`src/rtl/uart_rx_param.sv`:
```
// Parametrised UART receiver with 16x oversampling, 3-sample majority vote,
// run-time parity mode, valid/ready holding register and sticky overrun.
// Optional break detection is enabled by defining UART_RX_BREAK_DETECT_EN.

module baud_controller (
    input  logic       clk,
    input  logic       reset,
    input  logic [2:0] baud_select,
    output logic       sample_tick
);
    logic [15:0] div_cnt_r;

    // Clocks per 16x tick; codes 2..7 are standard rates from a 50 MHz clock.
    function automatic logic [15:0] baud_div(input logic [2:0] code);
        case (code)
            3'd0:    baud_div = 16'd2;
            3'd1:    baud_div = 16'd4;
            3'd2:    baud_div = 16'd27;
            3'd3:    baud_div = 16'd54;
            3'd4:    baud_div = 16'd81;
            3'd5:    baud_div = 16'd163;
            3'd6:    baud_div = 16'd326;
            3'd7:    baud_div = 16'd651;
            default: baud_div = 16'd2;
        endcase
    endfunction

    // Free-running divider producing a one-clk tick enable.
    always_ff @(posedge clk or posedge reset) begin
        if (reset) begin
            div_cnt_r   <= 16'd0;
            sample_tick <= 1'b0;
        end else if (div_cnt_r >= baud_div(baud_select) - 16'd1) begin
            div_cnt_r   <= 16'd0;
            sample_tick <= 1'b1;
        end else begin
            div_cnt_r   <= div_cnt_r + 16'd1;
            sample_tick <= 1'b0;
        end
    end
endmodule

module uart_rx_param #(
    parameter int DATA_BITS   = 8,
    parameter int STOP_BITS   = 1,
    parameter int SYNC_STAGES = 2
) (
    input  logic                 clk,
    input  logic                 reset,
    input  logic [2:0]           baud_select,
    input  logic [1:0]           parity_mode,
    input  logic                 Rx_EN,
    input  logic                 RxD,
    input  logic                 Rx_READY,
    output logic [DATA_BITS-1:0] Rx_DATA,
    output logic                 Rx_VALID,
    output logic                 Rx_PERROR,
    output logic                 Rx_FERROR,
    output logic                 Rx_OVERRUN,
    output logic                 Rx_BREAK
);
    typedef enum logic [2:0] {IDLE = 3'd0, START = 3'd1, DATA = 3'd2,
                              PARITY = 3'd3, STOP = 3'd4, BRK = 3'd5} state_t;

    state_t                 state_r, state_nx;
    logic                   tick_s, rxd_s, maj_s, decide_s, par_en_s;
    logic [SYNC_STAGES-1:0] sync_r;
    logic [3:0]             cnt_r, cnt_nx, nbits_r, nbits_nx;
    logic [1:0]             nstop_r, nstop_nx, mode_r, mode_nx;
    logic                   s7_r, s7_nx, s8_r, s8_nx;
    logic [DATA_BITS-1:0]   shift_r, shift_nx;
    logic                   perr_r, perr_nx, ferr_r, ferr_nx, done_r, done_nx;
`ifdef UART_RX_BREAK_DETECT_EN
    logic                   ones_r, ones_nx, brk_r, brk_nx;
`endif

    baud_controller u_baud (
        .clk         (clk),
        .reset       (reset),
        .baud_select (baud_select),
        .sample_tick (tick_s)
    );

    assign rxd_s    = sync_r[SYNC_STAGES-1];
    assign maj_s    = (s7_r & s8_r) | (s7_r & rxd_s) | (s8_r & rxd_s);
    assign decide_s = (cnt_r == 4'd9);
    assign par_en_s = mode_r[0] ^ mode_r[1];

    // RxD synchroniser, idle-high so reset does not look like a start bit.
    always_ff @(posedge clk or posedge reset) begin
        if (reset) sync_r <= {SYNC_STAGES{1'b1}};
        else       sync_r <= {sync_r[SYNC_STAGES-2:0], RxD};
    end

    // Receive FSM and datapath state register.
    always_ff @(posedge clk or posedge reset) begin
        if (reset) begin
            state_r <= IDLE;            cnt_r  <= 4'd0;   nbits_r <= 4'd0;
            nstop_r <= 2'd0;            mode_r <= 2'd0;   s7_r    <= 1'b1;
            s8_r    <= 1'b1;            shift_r <= {DATA_BITS{1'b0}};
            perr_r  <= 1'b0;            ferr_r <= 1'b0;   done_r  <= 1'b0;
`ifdef UART_RX_BREAK_DETECT_EN
            ones_r  <= 1'b0;            brk_r  <= 1'b0;
`endif
        end else begin
            state_r <= state_nx;        cnt_r  <= cnt_nx;  nbits_r <= nbits_nx;
            nstop_r <= nstop_nx;        mode_r <= mode_nx; s7_r    <= s7_nx;
            s8_r    <= s8_nx;           shift_r <= shift_nx;
            perr_r  <= perr_nx;         ferr_r <= ferr_nx; done_r  <= done_nx;
`ifdef UART_RX_BREAK_DETECT_EN
            ones_r  <= ones_nx;         brk_r  <= brk_nx;
`endif
        end
    end

    // Next-state logic; every step happens on a sample tick while enabled.
    always_comb begin
        state_nx = state_r;  cnt_nx  = cnt_r;   nbits_nx = nbits_r;
        nstop_nx = nstop_r;  mode_nx = mode_r;  s7_nx    = s7_r;
        s8_nx    = s8_r;     shift_nx = shift_r;
        perr_nx  = perr_r;   ferr_nx = ferr_r;  done_nx  = 1'b0;
`ifdef UART_RX_BREAK_DETECT_EN
        brk_nx  = 1'b0;
        ones_nx = (state_r == IDLE) ? 1'b0 :
                  (ones_r | (tick_s & decide_s & maj_s & (state_r != START)));
`endif
        if (!Rx_EN) begin
            state_nx = IDLE;
            cnt_nx   = 4'd0;
        end else if (tick_s) begin
            cnt_nx = cnt_r + 4'd1;
            s7_nx  = (cnt_r == 4'd7) ? rxd_s : s7_r;
            s8_nx  = (cnt_r == 4'd8) ? rxd_s : s8_r;
            case (state_r)
                IDLE: begin
                    cnt_nx   = 4'd0;
                    state_nx = rxd_s ? IDLE : START;
                end
                START: begin
                    if (decide_s && maj_s) begin
                        state_nx = IDLE;
                    end else if (decide_s) begin
                        state_nx = DATA;   mode_nx  = parity_mode;
                        nbits_nx = 4'd0;   nstop_nx = 2'd0;
                        perr_nx  = 1'b0;   ferr_nx  = 1'b0;
                    end else begin
                        state_nx = START;
                    end
                end
                DATA: begin
                    if (decide_s && nbits_r != 4'(DATA_BITS)) begin
                        shift_nx = {maj_s, shift_r[DATA_BITS-1:1]};
                        nbits_nx = nbits_r + 4'd1;
                    end else if (cnt_r == 4'd15 && nbits_r == 4'(DATA_BITS)) begin
                        state_nx = par_en_s ? PARITY : STOP;
                    end else begin
                        state_nx = DATA;
                    end
                end
                PARITY: begin
                    // Odd mode (10) expects the XOR over data and parity bit to be 1.
                    if (decide_s) perr_nx = (^shift_r) ^ maj_s ^ mode_r[1];
                    else          perr_nx = perr_r;
                    state_nx = (cnt_r == 4'd15) ? STOP : PARITY;
                end
                STOP: begin
                    if (decide_s && nstop_r == 2'(STOP_BITS - 1)) begin
                        ferr_nx  = ferr_r | ~maj_s;
                        state_nx = IDLE;
`ifdef UART_RX_BREAK_DETECT_EN
                        if ((ones_r | maj_s) == 1'b0) begin
                            brk_nx   = 1'b1;
                            state_nx = BRK;
                            cnt_nx   = 4'd0;
                        end else begin
                            done_nx  = 1'b1;
                        end
`else
                        done_nx  = 1'b1;
`endif
                    end else if (decide_s) begin
                        ferr_nx  = ferr_r | ~maj_s;
                        nstop_nx = nstop_r + 2'd1;
                    end else begin
                        state_nx = STOP;
                    end
                end
`ifdef UART_RX_BREAK_DETECT_EN
                BRK: begin
                    if (!rxd_s)              cnt_nx = 4'd0;
                    else if (cnt_r == 4'd15) state_nx = IDLE;
                    else                     cnt_nx = cnt_r + 4'd1;
                end
`endif
                default: begin
                    state_nx = IDLE;
                    cnt_nx   = 4'd0;
                end
            endcase
        end else begin
            state_nx = state_r;
        end
    end

    // Holding register, handshake and sticky overrun.
    always_ff @(posedge clk or posedge reset) begin
        if (reset) begin
            Rx_DATA    <= {DATA_BITS{1'b0}};
            Rx_VALID   <= 1'b0;
            Rx_PERROR  <= 1'b0;
            Rx_FERROR  <= 1'b0;
            Rx_OVERRUN <= 1'b0;
            Rx_BREAK   <= 1'b0;
        end else begin
`ifdef UART_RX_BREAK_DETECT_EN
            Rx_BREAK <= brk_r;
`else
            Rx_BREAK <= 1'b0;
`endif
            if (done_r && (!Rx_VALID || Rx_READY)) begin
                Rx_DATA   <= shift_r;
                Rx_PERROR <= perr_r;
                Rx_FERROR <= ferr_r;
                Rx_VALID  <= 1'b1;
            end else if (!done_r && Rx_VALID && Rx_READY) begin
                Rx_VALID  <= 1'b0;
            end else begin
                Rx_VALID  <= Rx_VALID;
            end
            if (!Rx_EN)                                     Rx_OVERRUN <= 1'b0;
            else if (done_r && Rx_VALID && !Rx_READY)       Rx_OVERRUN <= 1'b1;
            else                                            Rx_OVERRUN <= Rx_OVERRUN;
        end
    end
endmodule

```
`config.mk`:
```
export PLATFORM = sky130hd
export DESIGN_NAME = uart_rx_param
export DESIGN_NICKNAME = d
export VERILOG_FILES = /design/src/rtl/uart_rx_param.sv
export SDC_FILE = /design/constraint.sdc
export NUM_CORES = 1
export LEC_CHECK = 0
export BUFFER_PORTS_ARGS = -buffer_cell sky130_fd_sc_hd__clkbuf_2
export CORE_ASPECT_RATIO = 0.7
export CORE_MARGIN = 2
export CORE_UTILIZATION = 54
export CTS_CLUSTER_SIZE = 30
export DETAILED_ROUTE_END_ITERATION = 12
export GPL_ROUTABILITY_DRIVEN = 0
export PLACE_DENSITY_LB_ADDON = 0.25
export SETUP_SLACK_MARGIN = 0.3
export SLEW_MARGIN = 20
export SYNTH_ARGS = -nofsm -noshare
export SYNTH_HDL_FRONTEND = slang
export SYNTH_SLANG_ARGS = --single-unit
```
`constraint.sdc`:
```
create_clock -name clk -period 1.8 [get_ports clk]
set_input_delay 0.36 -clock clk [delete_from_list [all_inputs] [get_ports clk]]
set_output_delay 0.36 -clock clk [all_outputs]
set_load 0.05 [all_outputs]
```
==> results.json, run 1 <==
{
  "routed_via_density": 5.46,
  "dpl.cell_count": 391,
  "stdcell_area_mm2": 0.00413,
  "worst_hold_startpoint": "RxD",
  "outcome": "finished, final reports clean",
  "drcViolationCount": 0,
  "cp.arrival_ns": 2.01,
  "clk-insertion-delay-late_ns": 0.34,
  "end_kind": "flop",
  "dp_hpwl_um": 4060,
  "max-cap-violations": 0,
  "htree_levels": 3,
  "timing.final.crit_period_ns": 1.78,
  "finish.net_count": 381,
  "ys_dominant_reg_cell": "dfrtp_1",
  "height_of_the_chip_um": 66.5,
  "numClockSinks": 59,
  "average_size_of_a_mapped_cell_um2": 10.7,
  "synthesis.yosys.warnings": 0,
  "worst_supply_voltage_drop_on_vdd_mv": 0.564,
  "cts-buffers-inserted": 9,
  "antenna_left": 0,
  "synth.ff_latch_count": 59,
  "startpoint": "sync_r[1]$_DFF_PP1_",
  "fin_worst_skew_ns": 0.0109,
  "detail_route.wirelength_um": 7150,
  "portion_of_the_post_synthesis_area_used_by_sequential_elements_pct": 49.1,
  "hold_viol": 0,
  "cell_area_after_placement_mm2": 0.00345,
  "worstHoldPathType": "input pin to flop",
  "clockRootBuffer": "clkbuf_8",
  "fin_crit_sh_pct": 99.1,
  "critical_path_peak_fanout": 5,
  "max_clock_freq_mhz": 560,
  "clock_pin_transition_on_the_worst_setup_and_hold_timing_paths_ns": 0.07,
  "tritoncts": "built",
  "power.static_leakage_uw": 0.00185,
  "setup.worst_path.start_class": "flop",
  "antenna_found_initial": 0,
  "synth_cell_type_count": 49,
  "timing.critical_path.required_ns": 2.03,
  "synth-edff-count": 0,
  "sequential_cell_area_mm2": 0.00149,
  "nFillCells": 328,
  "grt_pass1_wl_um": 10400,
  "grt_start_max_net_pins": 52,
  "power_density_over_the_cells_mw_per_mm2": 634,
  "io-pin-count": 23,
  "wl_per_cell_um": 16.6,
  "area_taken_by_multi_input_logic_gates_mm2": 0.00181,
  "crit-reg2reg-launch": "sync_r[1]$_DFF_PP1_",
  "drive_gt1_share_pct": 47.6,
  "grt-ovfl-total": 0,
  "critical_path.slowest_cell": "or3_4",
  "groute.usage.overall_pct": 22.3,
  "async_reset_ff_share_pct": 100,
  "port_buffers": 21,
  "finalNonFillerCells": 431,
  "start_util_pct": 56.8,
  "unrepaired_setup_endpoints_after_global_routing": "true",
  "vias": 2355,
  "design.die.area_mm2": 0.00621,
  "setup_violations": 0,
  "critical_path.max_stage_delay_ns": 0.43,
  "placeableCoreArea_mm2": 0.00531,
  "die_w_um": 93.3,
  "detailedRoute.firstIterationViolations": 192,
  "mappedNetlistArea_mm2": 0.00302,
  "n_antenna_cell": 0,
  "area.growth.synth_to_final_pct": 36.9,
  "max_root_sink_buffers": 2,
  "syn-instance-count": 281,
  "rows": 22,
  "drt-pass1-iter-count": 5,
  "series_of_cell_instances_along_the_critical_path": "maj3_2, or3_4, a21oi_4, mux2i_1, nand2_1",
  "timing_worst_setup_path_type": "flop to flop",
  "first_global_vias": 2222,
  "report.final.slew_viol_count": 0
}
[synth_stat cells, types with 5 or more instances]
master | count | area [µm²]
nand3_1 | 16 | 80.1
ha_1 | 17 | 213
nand2_1 | 17 | 63.8
a21oi_1 | 12 | 60.1
nor3_1 | 6 | 30.0
xnor2_1 | 14 | 123
inv_1 | 17 | 63.8
nand2b_1 | 5 | 31.3
dfrtp_1 | 55 | 1380
xor2_1 | 8 | 70.1
nor2_1 | 19 | 71.3
o21ai_0 | 11 | 55.1
mux2_2 | 23 | 259
[through the flow]
| stage | worst slack [ns] | hold slack (ns) | total power (µW) | TNS [ns] | utilization (%) |
|---|---|---|---|---|---|
| detailed placement | -0.378 | 0.288 | 1540 | -4.23 | 64.9 |
| floorplan | -0.0769 | 0.345 | 1490 | -0.683 | - |
| global route | -0.0199 | 0.0962 | 2720 | -0.0253 | 77.7 |
| CTS | 0.104 | 0.0924 | 2590 | 0 | 73.1 |
| global placement | -0.367 | 0.288 | 1530 | -4.21 | 64.9 |
| finish | 0.0158 | 0.105 | 2620 | 0 | 77.7 |
[flip-flops by register name, summed over array words and instances (netlist names), 2 cells and up]
name	count
shift_r	8
nstop_r	2
Rx_DATA	8
sync_r	2
mode_r	2
nbits_r	4
state_r	3
u_baud.div_cnt_r	16
cnt_r	4
[report_power, final]
part / internal, µW / switching [µW] / leakage (µW)
sequential: 1340 / 14.4 / 0.000765
combinational: 103 / 124 / 0.000989
clock: 529 / 506 / 0.0000928
total: 1970 / 645 / 0.00185
[critical path: cells and delay by family, from the launching register on]
family	cells	cell delay, ns
DFF	1	0.38
adders and majority gates	1	0.35
muxes	1	0.22
AOI/OAI and AO/OA	1	0.24
and+or+nand+nor	2	0.50
[cell usage in the layout, fill, tap and decap left out, drive strengths merged, types with 3 or more instances in the layout]
| cell | instances |
|---|---|
| dfrtp | 55 |
| buf | 42 |
| clkbuf | 31 |
| mux2 | 23 |
| nor2 | 19 |
| nand2 | 18 |
| ha | 17 |
| nand3 | 16 |
| inv | 16 |
| xnor2 | 14 |
| o21ai | 14 |
| a21oi | 13 |
| xor2 | 8 |
| conb | 6 |
| nor3 | 6 |
| clkinv | 5 |
| nand2b | 5 |
| dfstp | 4 |
| nor2b | 4 |
| o21a | 3 |
| and2 | 3 |
| o22ai | 3 |
| nor3b | 3 |
[routing by layer]
metal  vias to the layer above  track usage [%]  share of wire [%]
li1                       1126                -                  -
met1                      1145             28.5                 43
met2                        70             35.5                 51
met3                        14             7.69                4.8
met4                         0             7.72                1.4
met5                         -                0                  0
[area by class of cell]
class                   instances  share of cell area, %
repair buffers                 63                   12.1
flip-flops and latches         59                   36.0
clock inverters                 5                  0.697
multi-input cells             204                   43.9
clock buffers                  11                   3.42
well taps                      72                   2.18
inverters                      17                   1.70
[cell families after synthesis]
| kind of cell | count (synthesis) | share of synthesized area, % |
|---|---|---|
| AO/OA/AOI/OAI | 50 | 11.0 |
| other | 1 | 0.124 |
| multiplexers | 24 | 8.92 |
| flip-flops | 59 | 49.1 |
| adder cells (fa/ha/maj) | 18 | 7.42 |
| XOR/XNOR | 22 | 6.39 |
| buffers and inverters | 23 | 3.03 |
| AND/OR/NAND/NOR | 84 | 14.1 |
[what timing repair did]
action | 4_1_cts | 5_1_grt
resized for setup | 31 | 42
endpoints found under the hold margin | 8 | 0
setup buffers | 15 | 8
pin swaps | 14 | 16
hold buffers | 1 | 0
setup endpoints to repair | 32 | 35
cloned | 0 | 0
[worst paths after layout]
check / to / slack [ns] / cells past startpoint
worst max register to register: nbits_r[3]$_DFFE_PP0P_ / 0.02 / 5
worst min register to register: sync_r[1]$_DFF_PP1_ / 0.36 / 0
min in group asynchronous: u_baud.div_cnt_r[3]$_DFF_PP0_ / 0.49 / 3
max in group asynchronous: sync_r[0]$_DFF_PP1_ / 0.77 / 4
worst max-delay path: nbits_r[3]$_DFFE_PP0P_ / 0.02 / 5
worst min-delay path: sync_r[0]$_DFF_PP1_ / 0.10 / 1
Note: power is estimated with default switching activity, not from simulation.
==> run 2: changes to the inputs <==
==> constraint.sdc (replaced) <==
create_clock -name clk -period 1.8 [get_ports clk]
set_input_delay 0.27 -clock clk [delete_from_list [all_inputs] [get_ports clk]]
set_output_delay 0.27 -clock clk [all_outputs]
set_load 0.05 [all_outputs]
==> results.json, run 2 (synthesis gave the netlist of run 1 again) <==
{
  "clock_pin_transition_on_the_worst_setup_and_hold_timing_paths_ns": 0.07,
  "outcome": "finished, final reports clean",
  "path_depth": 5,
  "n_antenna_cell": 0,
  "dp_hpwl_um": 4200,
  "largest_registers": "u_baud.div_cnt_r (16), Rx_DATA (8), shift_r (8)",
  "series_of_cell_instances_along_the_critical_path": "maj3_2, or3_4, a21oi_4, o21ai_1, a22o_1",
  "placeableCoreArea_mm2": 0.00531,
  "sequential_cell_area_mm2": 0.00149,
  "timing.final.crit_period_ns": 1.77,
  "mostFrequentLayoutCells": "dfrtp_1 (52), buf_4 (34), mux2_2 (21)",
  "power.static_leakage_uw": 0.00193,
  "finalNonFillerCells": 443,
  "setup_violations": 0,
  "grt_start_max_net_pins": 52,
  "max-cap-violations": 0,
  "fin_crit_sh_pct": 98.3,
  "clk-insertion-delay-late_ns": 0.33,
  "antenna_found_initial": 0,
  "design.die.area_mm2": 0.00621,
  "worst_supply_voltage_drop_on_vdd_mv": 0.819,
  "detail_route.wirelength_um": 7530,
  "setup-tns-final_ns": 0,
  "fin_worst_hold_slack_ns": 0.174,
  "wl_per_cell_um": 17.0,
  "reg2reg_depth": 5,
  "largest_register_ffs": 16,
  "vias": 2446,
  "start_util_pct": 56.8,
  "register_with_the_highest_flop_count": "u_baud.div_cnt_r",
  "height_of_the_chip_um": 66.5,
  "timing.critical_path.required_ns": 2.02,
  "cell_area_after_placement_mm2": 0.00349,
  "detailedRoute.firstIterationViolations": 193,
  "die_w_um": 93.3,
  "unrepaired_setup_endpoints_after_global_routing": "true",
  "critical_path_peak_fanout": 4,
  "critical_path.max_stage_delay_ns": 0.39,
  "grt-ovfl-total": 0,
  "dpl.cell_count": 396,
  "max_clock_freq_mhz": 565,
  "area_taken_by_multi_input_logic_gates_mm2": 0.00181,
  "power_density_over_the_cells_mw_per_mm2": 672,
  "stdcell_area_mm2": 0.00428,
  "max_root_sink_buffers": 2,
  "drive_gt1_share_pct": 48.2,
  "clockRootBuffer": "clkbuf_8",
  "cts-buffers-inserted": 9,
  "grt_pass1_wl_um": 11500,
  "nFillCells": 293,
  "io-pin-count": 23,
  "worstHoldPathType": "input pin to flop",
  "fin_total_pwr_uw": 2870,
  "routed_via_density": 5.52,
  "first_global_vias": 2340,
  "antenna_left": 0,
  "htree_levels": 3,
  "rows": 22,
  "timing.hold.worst_path_depth": 2,
  "tritoncts": "built",
  "critical_path.top_delay_family": "compound AO/OA/AOI/OAI gates",
  "drt-pass1-iter-count": 4,
  "critical_path.n_buffers_inverters": 0,
  "report.final.slew_viol_count": 0,
  "cp.arrival_ns": 1.99,
  "groute.usage.overall_pct": 24.9,
  "end_kind": "flop",
  "critical_path.slowest_cell": "or3_4",
  "drcViolationCount": 0,
  "layout.cells.most_common": "dfrtp_1",
  "numClockSinks": 59,
  "area.growth.synth_to_final_pct": 41.8,
  "finish.net_count": 393,
  "hold_viol": 0,
  "fin_worst_skew_ns": 0.00804,
  "port_buffers": 21,
  "setup.worst_path.start_class": "flop",
  "timing_worst_setup_path_type": "flop to flop"
}
-- run 2: per-layer routing --
layer / track usage, % / up-vias / wire (µm)
li1: - / 1149 / -
met5: 0 / - / 0
met1: 31.1 / 1189 / 3170
met3: 8.48 / 18 / 381
met4: 11.2 / 0 / 147
met2: 39.5 / 90 / 3830
-- run 2: final timing paths --
path                                      from  slack (ns)                             to
max reg2reg                   s7_r$_DFFE_PP1P_        0.03         nbits_r[2]$_DFFE_PP0P_
min reg2reg                sync_r[0]$_DFF_PP1_        0.36            sync_r[1]$_DFF_PP1_
min in group asynchronous                reset        0.41  u_baud.div_cnt_r[4]$_DFF_PP0_
max in group asynchronous                reset        0.85               s7_r$_DFFE_PP1P_
max                           s7_r$_DFFE_PP1P_        0.03         nbits_r[2]$_DFFE_PP0P_
min                             parity_mode[1]        0.17          mode_r[1]$_DFFE_PP0P_
-- run 2: per-stage QoR --
stage / util [%] / setup slack (ns)
after floorplan: - / 0.0131
after global placement: 65.6 / -0.276
after detailed placement: 65.6 / -0.317
after CTS: 76.4 / 0.0971
after global routing: 80.5 / -0.0182
final: 80.5 / 0.0303
-- run 2: final cells by class --
class	instances	share of cell area [%]
Clock buffer	11	3.07
Clock inverter	5	1.81
Inverter	17	1.58
Multi-Input combinational cell	204	42.2
Sequential cell	59	34.7
Tap cell	72	2.11
Timing Repair Buffer	75	14.5
-- run 2: where the power goes --
| part | switching [µW] | internal [µW] | leakage (µW) |
|---|---|---|---|
| sequential | 13.6 | 1340 | 0.000766 |
| clock | 518 | 776 | 0.000103 |
| combinational | 124 | 101 | 0.00106 |
-- run 2: timing repair --
item,4_1_cts,5_1_grt
setup endpoints to repair,33,36
setup buffers,18,11
resized for setup,41,30
hold buffers,1,1
pin swaps,21,23
hold endpoints to repair,8,1
-- run 2: worst register-to-register path, stage by stage (launching register included) --
cell     delay, ns
dfstp_2       0.38
maj3_2        0.36
or3_4         0.39
a21oi_4       0.20
o21ai_1       0.10
a22o_1        0.24
==> run 3: changes to the inputs <==
Settings changed: ABC_AREA set to 1.
==> results.json, run 3 <==
{
  "outcome": "complete, but fails checks",
  "failing_checks": "negative hold slack",
  "setup_violations": 0,
  "p_int_uw": 2180,
  "setup-tns-final_ns": 0,
  "synth.area.top_cells": "dfrtp_1 (41%), nand2_1 (14%), ha_1 (6.4%)",
  "yosys.cell_count.top_type": "nand2_1",
  "numClockSinks": 59,
  "average_size_of_a_mapped_cell_um2": 8.17,
  "clock_pin_transition_on_the_worst_setup_and_hold_timing_paths_ns": 0.07,
  "critical_path.max_stage_delay_ns": 0.42,
  "timing.critical_path.required_ns": 2.03,
  "share_comb_of_total_power_pct": 8.9,
  "critical_path.top_delay_family": "flip-flops",
  "critical_path_peak_fanout": 6,
  "setup.worst_path.start_class": "flop",
  "fin_crit_sh_pct": 85.0,
  "rows": 23,
  "async_reset_ff_share_pct": 100,
  "reg_power_share_pct": 47.6,
  "largest_register_ffs": 16,
  "clockRootBuffer": "clkbuf_8",
  "switching_share_pct": 24.0,
  "synthesis.yosys.warnings": 0,
  "area.growth.synth_to_final_pct": 30.1,
  "groute.usage.overall_pct": 21.8,
  "drcViolationCount": 0,
  "grt_start_max_net_pins": 60,
  "grt-ovfl-total": 0,
  "start_util_pct": 57.1,
  "port_buffers": 21,
  "synthTopCellsByCount": "nand2_1 (126), dfrtp_1 (55), inv_1 (46)",
  "max-cap-violations": 0,
  "placeableCoreArea_mm2": 0.00581,
  "cts_hold_buf": 0,
  "dp_hpwl_um": 4660,
  "detail_route.wirelength_um": 7750,
  "portion_of_the_post_synthesis_area_used_by_sequential_elements_pct": 44.7,
  "synth-edff-count": 0,
  "worstHoldPathType": "input pin to async pin",
  "timing_worst_setup_path_type": "flop to flop",
  "detailedRoute.firstIterationViolations": 218,
  "drt-pass1-iter-count": 5,
  "io-pin-count": 23,
  "die_w_um": 97.7,
  "finalNonFillerCells": 545,
  "stdcell_area_mm2": 0.00431,
  "synth.ff_latch_count": 59,
  "syn-instance-count": 406,
  "series_of_cell_instances_along_the_critical_path": "ha_4, nand2_1, nor4_2, buf_4, nand2_1, nand3_2, buf_6, nor2_1",
  "height_of_the_chip_um": 69.6,
  "fin_worst_skew_ns": 0.0110,
  "cell_area_after_placement_mm2": 0.00362,
  "power_density_over_the_cells_mw_per_mm2": 664,
  "largest_registers": "u_baud.div_cnt_r (16), Rx_DATA (8), shift_r (8)",
  "cts-buffers-inserted": 9,
  "drive_gt1_share_pct": 34.7,
  "clockPowerShare_pct": 43.5,
  "cp.arrival_ns": 1.76,
  "critical_path.n_buffers_inverters": 2,
  "design.die.area_mm2": 0.00680,
  "vias": 2882,
  "mostFrequentLayoutCells": "nand2_1 (109), dfrtp_1 (53), inv_1 (42)",
  "critical_path.most_common_cell": "nand2_1",
  "routed_via_density": 5.29,
  "wl_per_cell_um": 14.2,
  "worst_supply_voltage_drop_on_vdd_mv": 0.472,
  "dpl.cell_count": 514,
  "report.final.slew_viol_count": 0,
  "end_kind": "flop",
  "synthDominantCellAreaShare_pct": 41.5,
  "critical_path.slowest_cell": "dfrtp_1",
  "unrepaired_setup_endpoints_after_global_routing": "true",
  "timing.final.crit_period_ns": 1.53,
  "first_global_vias": 2674,
  "max_root_sink_buffers": 2,
  "net_switching_component_of_the_power_uw": 687,
  "hold_viol": 22,
  "layout.cells.most_common": "nand2_1",
  "mappedNetlistArea_mm2": 0.00332,
  "finish.net_count": 494,
  "register_with_the_highest_flop_count": "u_baud.div_cnt_r",
  "max_clock_freq_mhz": 653,
  "antenna_found_initial": 0,
  "power.static_leakage_uw": 0.00204,
  "fin_total_pwr_uw": 2870,
  "tritoncts": "built",
  "fin_worst_hold_slack_ns": -0.0117,
  "htree_levels": 3,
  "ys_dominant_reg_cell": "dfrtp_1",
  "grt_pass1_wl_um": 11900,
  "synth_cell_type_count": 43,
  "n_antenna_cell": 0,
  "synth_largest_area_cell": "dfrtp_1",
  "clk-insertion-delay-late_ns": 0.34,
  "antenna_left": 0
}
==> run 3: cell count changes in the layout (fill, tap and decap cells not counted), sizes merged, moves of 6 or more <==
cell	before	now
xnor2	14	4
mux2	23	1
nand3	16	23
a21oi	13	7
nand2	18	131
nor2	19	33
o21ai	14	35
inv	16	52
buf	52	29
==> run 3: final timing paths <==
kind / startpoint / end / slack (ns) / cells past startpoint
worst max-delay path: u_baud.div_cnt_r[9]$_DFF_PP0_ / u_baud.div_cnt_r[0]$_DFF_PP0_ / 0.27 / 8
worst min-delay path: reset / cnt_r[0]$_DFFE_PP0P_ / -0.01 / 3
worst max register to register: u_baud.div_cnt_r[9]$_DFF_PP0_ / u_baud.div_cnt_r[0]$_DFF_PP0_ / 0.27 / 8
worst min register to register: sync_r[0]$_DFF_PP1_ / sync_r[1]$_DFF_PP1_ / 0.36 / 0
max in group asynchronous: reset / sync_r[1]$_DFF_PP1_ / 1.53 / 3
min in group clk: RxD / sync_r[0]$_DFF_PP1_ / 0.01 / 1
==> run 3: tightest hold or removal path, cell delays in order <==
cell and delay (ns):
clkbuf_2 0.10, clkinvlp_4 0.07, buf_12 0.28
==> run 3: cell type report <==
type                            instances  area (µm²)
Inverter                               53         210
Timing Repair Buffer                   50         419
Multi-Input combinational cell        294        1910
Clock buffer                           12         165
Sequential cell                        59        1480
Clock inverter                          2        35.0
Fill cell                             399        1500
Tap cell                               75        93.8
==> run 3: power groups by stage <==
stage               clock, µW  combinational, µW  sequential [µW]
floorplan                   0                141             1380
global placement            0                197             1390
detailed placement          0                203             1390
CTS                      1260                214             1360
global route             1320                286             1370
finish                   1250                254             1360
==> run 3: repair_timing <==
action                                  CTS  global route
setup buffers                             8             6
gates cloned                              1             2
hold endpoints to repair                  0             0
pin swaps                                 7             8
resized for setup                        22            57
endpoints found under the setup margin   28            33
==> run 3: layer usage <==
layer,global-route usage [%],share of wire [%],vias to the layer above
li1,-,-,1414
met1,29.7,44,1346
met2,33.9,48,102
met3,5.44,6.0,20
met4,8.02,1.9,0
met5,0,0,-
==> run 3: metrics by stage <==
stage	utilization [%]	setup WS (ns)
6_report	74.2	0.270
5_1_grt	74.2	0.161
4_1_cts	68.7	0.285
3_5_place_dp	62.3	-0.110
3_3_place_gp	62.3	-0.0605
2_1_floorplan	-	0.147
==> run 3: cells by family after synthesis <==
logic type | after synthesis | synth area share, %
simple gates | 208 | 28.3
flops | 59 | 44.7
mux | 1 | 0.339
compound gates | 49 | 9.73
buf+inv | 58 | 7.05
fa+ha+maj | 17 | 6.41
other cells | 1 | 0.113
xor+xnor | 13 | 3.43
